==> src/rtl/pipe_mem_pkg.sv <==
// Shared types and constants for the MEM stage: FSM state, funct3 codes,
// the default access timeout, and a funct3 legality helper.
package pipe_mem_pkg;

  typedef enum logic [0:0] {
    ST_IDLE   = 1'b0,
    ST_ACCESS = 1'b1
  } state_t;

  localparam logic [2:0] F3_B  = 3'b000;
  localparam logic [2:0] F3_H  = 3'b001;
  localparam logic [2:0] F3_W  = 3'b010;
  localparam logic [2:0] F3_BU = 3'b100;
  localparam logic [2:0] F3_HU = 3'b101;

  localparam int DEFAULT_MAX_WAIT = 16;

  // Unsigned variants only exist for loads; anything else is illegal.
  function automatic logic f3_legal(input logic [2:0] f3, input logic is_store);
    logic ok;
    case (f3)
      F3_B, F3_H, F3_W: ok = 1'b1;
      F3_BU, F3_HU:     ok = ~is_store;
      default:          ok = 1'b0;
    endcase
    return ok;
  endfunction

endpackage

==> src/rtl/pipe_mem_stage_align.sv <==
// Combinational byte-lane logic: store byte enables and replication, the
// bad-op check on the incoming op, and extraction/extension of load data
// using the funct3 and lane captured when the access was issued.
module load_store_align
  import pipe_mem_pkg::*;
(
  input  logic [2:0]  st_funct3_i,
  input  logic        st_is_store_i,
  input  logic [1:0]  st_lane_i,
  input  logic [31:0] st_data_i,
  output logic [3:0]  st_be_o,
  output logic [31:0] st_wdata_o,
  output logic        st_bad_o,
  input  logic [2:0]  ld_funct3_i,
  input  logic [1:0]  ld_lane_i,
  input  logic [31:0] ld_rdata_i,
  output logic [31:0] ld_data_o
);

  logic [3:0]  w_be_raw;
  logic        w_misalign;
  logic [7:0]  w_byte;
  logic [15:0] w_half;

  // Store lane enables, data replication and alignment check by access size.
  always_comb begin
    w_be_raw   = 4'b0000;
    st_wdata_o = st_data_i;
    w_misalign = 1'b0;
    case (st_funct3_i)
      F3_B, F3_BU: begin
        w_be_raw   = 4'b0001 << st_lane_i;
        st_wdata_o = {4{st_data_i[7:0]}};
      end
      F3_H, F3_HU: begin
        w_be_raw   = 4'b0011 << st_lane_i;
        st_wdata_o = {2{st_data_i[15:0]}};
        w_misalign = st_lane_i[0];
      end
      F3_W: begin
        w_be_raw   = 4'b1111;
        w_misalign = (st_lane_i != 2'b00);
      end
      default: begin
        w_be_raw   = 4'b0000;
        w_misalign = 1'b0;
      end
    endcase
  end

  // Reads never assert byte enables.
  assign st_be_o  = st_is_store_i ? w_be_raw : 4'b0000;
  assign st_bad_o = w_misalign | ~f3_legal(st_funct3_i, st_is_store_i);

  // Pick the addressed byte and halfword out of the returned word.
  always_comb begin
    w_byte = ld_rdata_i[7:0];
    case (ld_lane_i)
      2'b00:   w_byte = ld_rdata_i[7:0];
      2'b01:   w_byte = ld_rdata_i[15:8];
      2'b10:   w_byte = ld_rdata_i[23:16];
      2'b11:   w_byte = ld_rdata_i[31:24];
      default: w_byte = ld_rdata_i[7:0];
    endcase
    if (ld_lane_i[1]) begin
      w_half = ld_rdata_i[31:16];
    end else begin
      w_half = ld_rdata_i[15:0];
    end
  end

  // Sign- or zero-extend the selected field according to the load type.
  always_comb begin
    ld_data_o = ld_rdata_i;
    case (ld_funct3_i)
      F3_B:    ld_data_o = {{24{w_byte[7]}}, w_byte};
      F3_H:    ld_data_o = {{16{w_half[15]}}, w_half};
      F3_BU:   ld_data_o = {24'h000000, w_byte};
      F3_HU:   ld_data_o = {16'h0000, w_half};
      default: ld_data_o = ld_rdata_i;
    endcase
  end

endmodule

==> src/rtl/pipe_mem_stage.sv <==
// MEM stage of the RV32I pipeline: issues loads/stores on a req/ack port,
// stalls upstream while an access is outstanding, aborts hung accesses
// after MAX_WAIT cycles, and owns the MEM/WB pipeline register.
module pipe_mem_stage
  import pipe_mem_pkg::*;
#(
  parameter int MAX_WAIT = DEFAULT_MAX_WAIT
) (
  input  logic        clk,
  input  logic        reset,
  input  logic        valid_i,
  input  logic        mem_read_i,
  input  logic        mem_write_i,
  input  logic [2:0]  funct3_i,
  input  logic [31:0] alu_result_i,
  input  logic [31:0] store_data_i,
  input  logic [4:0]  rd_i,
  input  logic        reg_write_i,
  output logic        dmem_req_o,
  output logic        dmem_we_o,
  output logic [31:0] dmem_addr_o,
  output logic [31:0] dmem_wdata_o,
  output logic [3:0]  dmem_be_o,
  input  logic [31:0] dmem_rdata_i,
  input  logic        dmem_ack_i,
  output logic        stall_o,
  output logic        wb_valid_o,
  output logic        wb_reg_write_o,
  output logic [4:0]  wb_rd_o,
  output logic [31:0] wb_data_o,
  output logic        misalign_o,
  output logic        timeout_o
);

  // Abort fires in the MAX_WAIT-th ACCESS cycle, i.e. when the counter
  // (cleared on entry) still reads MAX_WAIT-1.
  localparam logic [7:0] WAIT_LAST = 8'(MAX_WAIT - 1);

  state_t      r_state;
  state_t      w_state_nxt;
  logic [7:0]  r_wait;
  logic        r_req;
  logic        r_we;
  logic [31:0] r_addr;
  logic [31:0] r_wdata;
  logic [3:0]  r_be;
  logic        r_is_load;
  logic [2:0]  r_funct3;
  logic [1:0]  r_lane;
  logic [4:0]  r_rd;
  logic        r_reg_write;
  logic [31:0] r_alu;
  logic        r_wb_valid;
  logic        r_wb_reg_write;
  logic [4:0]  r_wb_rd;
  logic [31:0] r_wb_data;
  logic        r_misalign;
  logic        r_timeout;

  logic        w_mem_op;
  logic        w_bad;
  logic        w_good_op;
  logic        w_bad_op;
  logic        w_timeout_abort;
  logic [3:0]  w_be;
  logic [31:0] w_wdata;
  logic [31:0] w_load_data;

  assign w_mem_op        = valid_i & (mem_read_i | mem_write_i);
  assign w_good_op       = w_mem_op & ~w_bad;
  assign w_bad_op        = w_mem_op & w_bad;
  assign w_timeout_abort = (r_state == ST_ACCESS) & ~dmem_ack_i & (r_wait == WAIT_LAST);

  assign stall_o = ((r_state == ST_IDLE) & w_good_op) |
                   ((r_state == ST_ACCESS) & ~dmem_ack_i & ~w_timeout_abort);

  load_store_align u_align (
    .st_funct3_i   (funct3_i),
    .st_is_store_i (mem_write_i),
    .st_lane_i     (alu_result_i[1:0]),
    .st_data_i     (store_data_i),
    .st_be_o       (w_be),
    .st_wdata_o    (w_wdata),
    .st_bad_o      (w_bad),
    .ld_funct3_i   (r_funct3),
    .ld_lane_i     (r_lane),
    .ld_rdata_i    (dmem_rdata_i),
    .ld_data_o     (w_load_data)
  );

  // FSM state register.
  always_ff @(posedge clk) begin
    if (reset) begin
      r_state <= ST_IDLE;
    end else begin
      r_state <= w_state_nxt;
    end
  end

  // Next state: enter ACCESS on a good op, leave on ack or timeout abort.
  always_comb begin
    w_state_nxt = r_state;
    case (r_state)
      ST_IDLE: begin
        if (w_good_op) begin
          w_state_nxt = ST_ACCESS;
        end else begin
          w_state_nxt = ST_IDLE;
        end
      end
      ST_ACCESS: begin
        if (dmem_ack_i || w_timeout_abort) begin
          w_state_nxt = ST_IDLE;
        end else begin
          w_state_nxt = ST_ACCESS;
        end
      end
      default: w_state_nxt = ST_IDLE;
    endcase
  end

  // Request port, wait counter, MEM/WB register and error pulses.
  always_ff @(posedge clk) begin
    if (reset) begin
      r_wait         <= 8'd0;
      r_req          <= 1'b0;
      r_we           <= 1'b0;
      r_addr         <= 32'h0000_0000;
      r_wdata        <= 32'h0000_0000;
      r_be           <= 4'b0000;
      r_is_load      <= 1'b0;
      r_funct3       <= 3'b000;
      r_lane         <= 2'b00;
      r_rd           <= 5'd0;
      r_reg_write    <= 1'b0;
      r_alu          <= 32'h0000_0000;
      r_wb_valid     <= 1'b0;
      r_wb_reg_write <= 1'b0;
      r_wb_rd        <= 5'd0;
      r_wb_data      <= 32'h0000_0000;
      r_misalign     <= 1'b0;
      r_timeout      <= 1'b0;
    end else begin
      r_misalign <= 1'b0;
      r_timeout  <= 1'b0;
      case (r_state)
        ST_IDLE: begin
          if (w_good_op) begin
            r_wait      <= 8'd0;
            r_req       <= 1'b1;
            r_we        <= mem_write_i;
            r_addr      <= {alu_result_i[31:2], 2'b00};
            r_wdata     <= w_wdata;
            r_be        <= w_be;
            r_is_load   <= mem_read_i & ~mem_write_i;
            r_funct3    <= funct3_i;
            r_lane      <= alu_result_i[1:0];
            r_rd        <= rd_i;
            r_reg_write <= reg_write_i;
            r_alu       <= alu_result_i;
          end else if (w_bad_op) begin
            r_misalign     <= 1'b1;
            r_wb_valid     <= 1'b0;
            r_wb_reg_write <= 1'b0;
            r_wb_rd        <= 5'd0;
            r_wb_data      <= 32'h0000_0000;
          end else begin
            r_wb_valid     <= valid_i;
            r_wb_reg_write <= reg_write_i;
            r_wb_rd        <= rd_i;
            r_wb_data      <= alu_result_i;
          end
        end
        ST_ACCESS: begin
          if (dmem_ack_i) begin
            r_wait         <= 8'd0;
            r_req          <= 1'b0;
            r_we           <= 1'b0;
            r_be           <= 4'b0000;
            r_wb_valid     <= 1'b1;
            r_wb_reg_write <= r_reg_write;
            r_wb_rd        <= r_rd;
            r_wb_data      <= r_is_load ? w_load_data : r_alu;
          end else if (w_timeout_abort) begin
            r_wait         <= 8'd0;
            r_req          <= 1'b0;
            r_we           <= 1'b0;
            r_be           <= 4'b0000;
            r_timeout      <= 1'b1;
            r_wb_valid     <= 1'b0;
            r_wb_reg_write <= 1'b0;
            r_wb_rd        <= 5'd0;
            r_wb_data      <= 32'h0000_0000;
          end else begin
            r_wait <= r_wait + 8'd1;
          end
        end
        default: begin
          r_req <= 1'b0;
        end
      endcase
    end
  end

  assign dmem_req_o     = r_req;
  assign dmem_we_o      = r_we;
  assign dmem_addr_o    = r_addr;
  assign dmem_wdata_o   = r_wdata;
  assign dmem_be_o      = r_be;
  assign wb_valid_o     = r_wb_valid;
  assign wb_reg_write_o = r_wb_reg_write;
  assign wb_rd_o        = r_wb_rd;
  assign wb_data_o      = r_wb_data;
  assign misalign_o     = r_misalign;
  assign timeout_o      = r_timeout;

endmodule

==> config.mk <==
export PLATFORM = sky130hd
export DESIGN_NAME = pipe_mem_stage
export DESIGN_NICKNAME = d
export VERILOG_FILES = /design/src/rtl/pipe_mem_pkg.sv /design/src/rtl/pipe_mem_stage_align.sv /design/src/rtl/pipe_mem_stage.sv
export SDC_FILE = /design/constraint.sdc
export NUM_CORES = 1
export LEC_CHECK = 0
export CORE_ASPECT_RATIO = 0.6
export CORE_UTILIZATION = 40
export DETAILED_ROUTE_END_ITERATION = 12
export PLACE_DENSITY = 0.71
export SLEW_MARGIN = 10
export SYNTH_ARGS = -nofsm -noshare
export SYNTH_HDL_FRONTEND = slang
export SYNTH_SLANG_ARGS = --single-unit
export TNS_END_PERCENT = 1
==> constraint.sdc <==
create_clock -name clk -period 5.36 [get_ports clk]
set_input_delay 1.072 -clock clk [delete_from_list [all_inputs] [get_ports clk]]
set_output_delay 1.072 -clock clk [all_outputs]
set_load 0.1 [all_outputs]
==> flow_metrics.tcl <==
set metrics [dict create \
    ys_seq_area_frac 0.387 \
    rr_endpoint "wb_data_o[14]" \
    yosysWarnings 0 \
    cts.clk_slew.worst_paths_ns 0.06 \
    start_kind "input port" \
    final_util 0.571 \
    hold_class "reg -> reg" \
    diodes 0 \
    grt_pass1_wl_mm 34.2 \
    hp-start "dmem_we_o" \
    cts.path.max_buffers 2 \
    wl_mm 22.2 \
    rows 36 \
    setup_viol 0 \
    clock_skew_ns 0.0119 \
    async_reset_ff_frac 0 \
    maxSlewViolCount 0 \
    grt_usage 0.255 \
    cp_max_fo 23 \
    synth_top_family_by_area "compound AO/OA/AOI/OAI gates" \
    p_leak_nw 3.24 \
    vias 6663 \
    grt_use_met2 0.362 \
    busiest_layer "met1" \
    wl_per_cell_um 18.2 \
    hold_viol 0 \
    met1_usage 0.384 \
    firstDrtPassIters 5 \
    synth_enable_flop_cells 0 \
    synth_fa_ha_area_frac 0.00186 \
    synth-compound-area-share 0.260 \
    post_cts_buffers 0 \
    areaGrowthSynthToFinish_pct 38.8 \
    min_to "dmem_we_o" \
    fin_nets 1094 \
    crit_path_end_kind "output pin" \
    max_freq_mhz 250 \
    required_ns 4.29 \
    place_ws_ns 1.37 \
    cts-buffers-inserted 17 \
    crit_chain "clkdlybuf4s50_1 -> buf_4 -> a221oi_2 -> o211a_4 -> nor2_4 -> inv_2 -> buf_12" \
    die_area_mm2 0.0174 \
    grt_max_degree 93 \
    critPathTopFamily "buffers and inverters" \
    cts_tree "yes" \
    route.detailed.drc 0 \
    r2r_start "r_alu[1]" \
    antenna_found_initial 0 \
    worstMarginPinSlew_ns 1.09 \
    r2r_setup_slack_ns 2.31 \
    h-tree-depth 4 \
    synthFlopType "dfxtp_1" \
    slew_headroom 0.268 \
    grt-ovfl-total 0 \
    die_w_um 169 \
    hold_slack_ns 0.456 \
    start_util 0.412 \
    cts_root_buf "clkbuf_16" \
    cts_resized 0 \
    crit_buf_inv 4 \
    ctsHoldBuffers 0 \
    grt_pass1_vias 6220 \
    synth_seq_cells 130 \
    r2r_cells 5 \
    core_area_mm2 0.0164 \
    criticalPathCategory "in -> out" \
    synthXorXnorAreaFrac 0 \
    clock-sinks 130 \
    layout-drive-gt1-share 0.0986 \
    dp_hpwl_mm 14.9 \
    rsz0062_at_grt "no" \
    drv_cap 0 \
    outcome "finished clean" \
    synth_mux_area_frac 0.0318 \
    drtIter0Drc 559 \
    detail-route-antenna-nets 0 \
    clk_latency_ns 0.41 \
    whs_path_depth 1 \
    syn-cell-area_mm2 0.00673 \
    syn_inst 836 \
    period_minus_slack_ns 4.00 \
    routabilityCongestion 0.824 \
    met3_usage 0.0593 \
    ys_types 56 \
    cp.arrival_ns 2.93 \
    min_period_over_period 0.746 \
    slowest_delay_ns 0.43 \
    ioPinCount 223 \
    power_density_mw_per_mm2 332 \
    portBuffers 220 \
    viasPerCell 5.45 \
    peakVddDrop_mv 0.226 \
    tns_ns 0 \
    die_y_um 102 \
    setup_ws_ns 1.36 \
    avgSynthCellArea_um2 8.05 \
    crit_start "funct3_i[0]" \
    cp_slowest_cell "a221oi_2" \
    synthSimpleGateAreaFrac 0.226 \
]
report_power, final:
part	leakage (nW)	switching [mW]	internal (mW)
registers	1.06	0.0445	1.02
logic	1.89	0.582	0.236
clock network	0.290	0.466	0.751
cell type report:
cell class              count  area [um2]
multi-input cells         593        3520
flip-flops and latches    130        2600
repair buffers            229        2280
fillers                  1489        7010
clock inverters            13         174
inverters                  11        41.3
well taps                 228         285
clock buffers              18         439
synthesized netlist by cell type (4+ instances only):
cell type | count | area [um2]
clkbuf_1 | 45 | 169
o221ai_1 | 30 | 263
nor2_1 | 51 | 191
nand2_1 | 179 | 672
and2_1 | 24 | 150
nor2b_1 | 12 | 75.1
a31oi_1 | 14 | 87.6
buf_1 | 4 | 15.0
a311oi_2 | 20 | 300
mux2i_1 | 18 | 180
nor2_2 | 20 | 125
a221oi_1 | 7 | 61.3
nor3_1 | 16 | 80.1
a311oi_1 | 17 | 149
a22o_1 | 4 | 35.0
o21ai_0 | 42 | 210
a21oi_1 | 64 | 320
nand3_1 | 10 | 50.1
a211oi_1 | 15 | 113
dfxtp_1 | 130 | 2600
buf_4 | 36 | 270
inv_1 | 10 | 37.5
nand2b_1 | 9 | 56.3
buf_2 | 14 | 70.1
worst max-delay path by stage:
stage,endpoint,cells after the start,slack (ns)
final,stall_o,7,1.36
after global routing,stall_o,7,1.23
after CTS,stall_o,7,1.37
after detailed placement,stall_o,7,1.37
after global placement,stall_o,7,1.39
after floorplan,stall_o,6,2.02
metal layers:
layer | share of wire | up-vias
met3 | 0.076 | 18
met4 | 0.0080 | 0
met5 | 0 | -
met2 | 0.42 | 260
li1 | - | 3228
met1 | 0.50 | 3157
registers in the layout, indices dropped and copies added (netlist names), 3 cells and up:
signal / count
r_funct3: 3
dmem_be_o: 4
dmem_wdata_o: 32
r_wait: 8
wb_rd_o: 5
r_rd: 5
wb_data_o: 32
r_alu: 31
kinds of logic (layout without fill, tap and decap cells):
kind of cell / after synthesis / after routing
AND/OR/NAND/NOR: 335 / 335
AO/OA/AOI/OAI: 234 / 234
flip-flops: 130 / 130
buffers and inverters: 114 / 271
multiplexers: 21 / 21
adder cells (fa/ha/maj): 1 / 1
other: 1 / 2
cell usage in the layout, fill, tap and decap left out, drive strengths merged, types with 2 or more instances in the layout:
cell type,count
clkdlybuf4s50,218
nand2,179
dfxtp,130
nor2,72
a21oi,64
o21ai,42
a311oi,37
o221ai,30
and2,24
mux2i,18
clkbuf,18
nor3,16
a211oi,16
inv,16
a31oi,14
nor2b,12
buf,11
nand3,10
nand2b,9
a221oi,9
a22o,4
o21a,4
mux2,3
bufinv,3
clkinvlp,3
a22oi,2
nor3b,2
o31ai,2
and3,2
and3b,2
a21boi,2
conb,2
clkinv,2
nor4,2
stage by stage:
stage,instance area (um2),cells,power [mW]
finish,9340,1222,3.10
global route,9340,1222,3.21
CTS,9340,1222,3.12
detailed placement,8730,1191,1.90
global placement,8730,1191,1.90
floorplan,6730,837,1.66
Power figures use the tool's default switching activity.
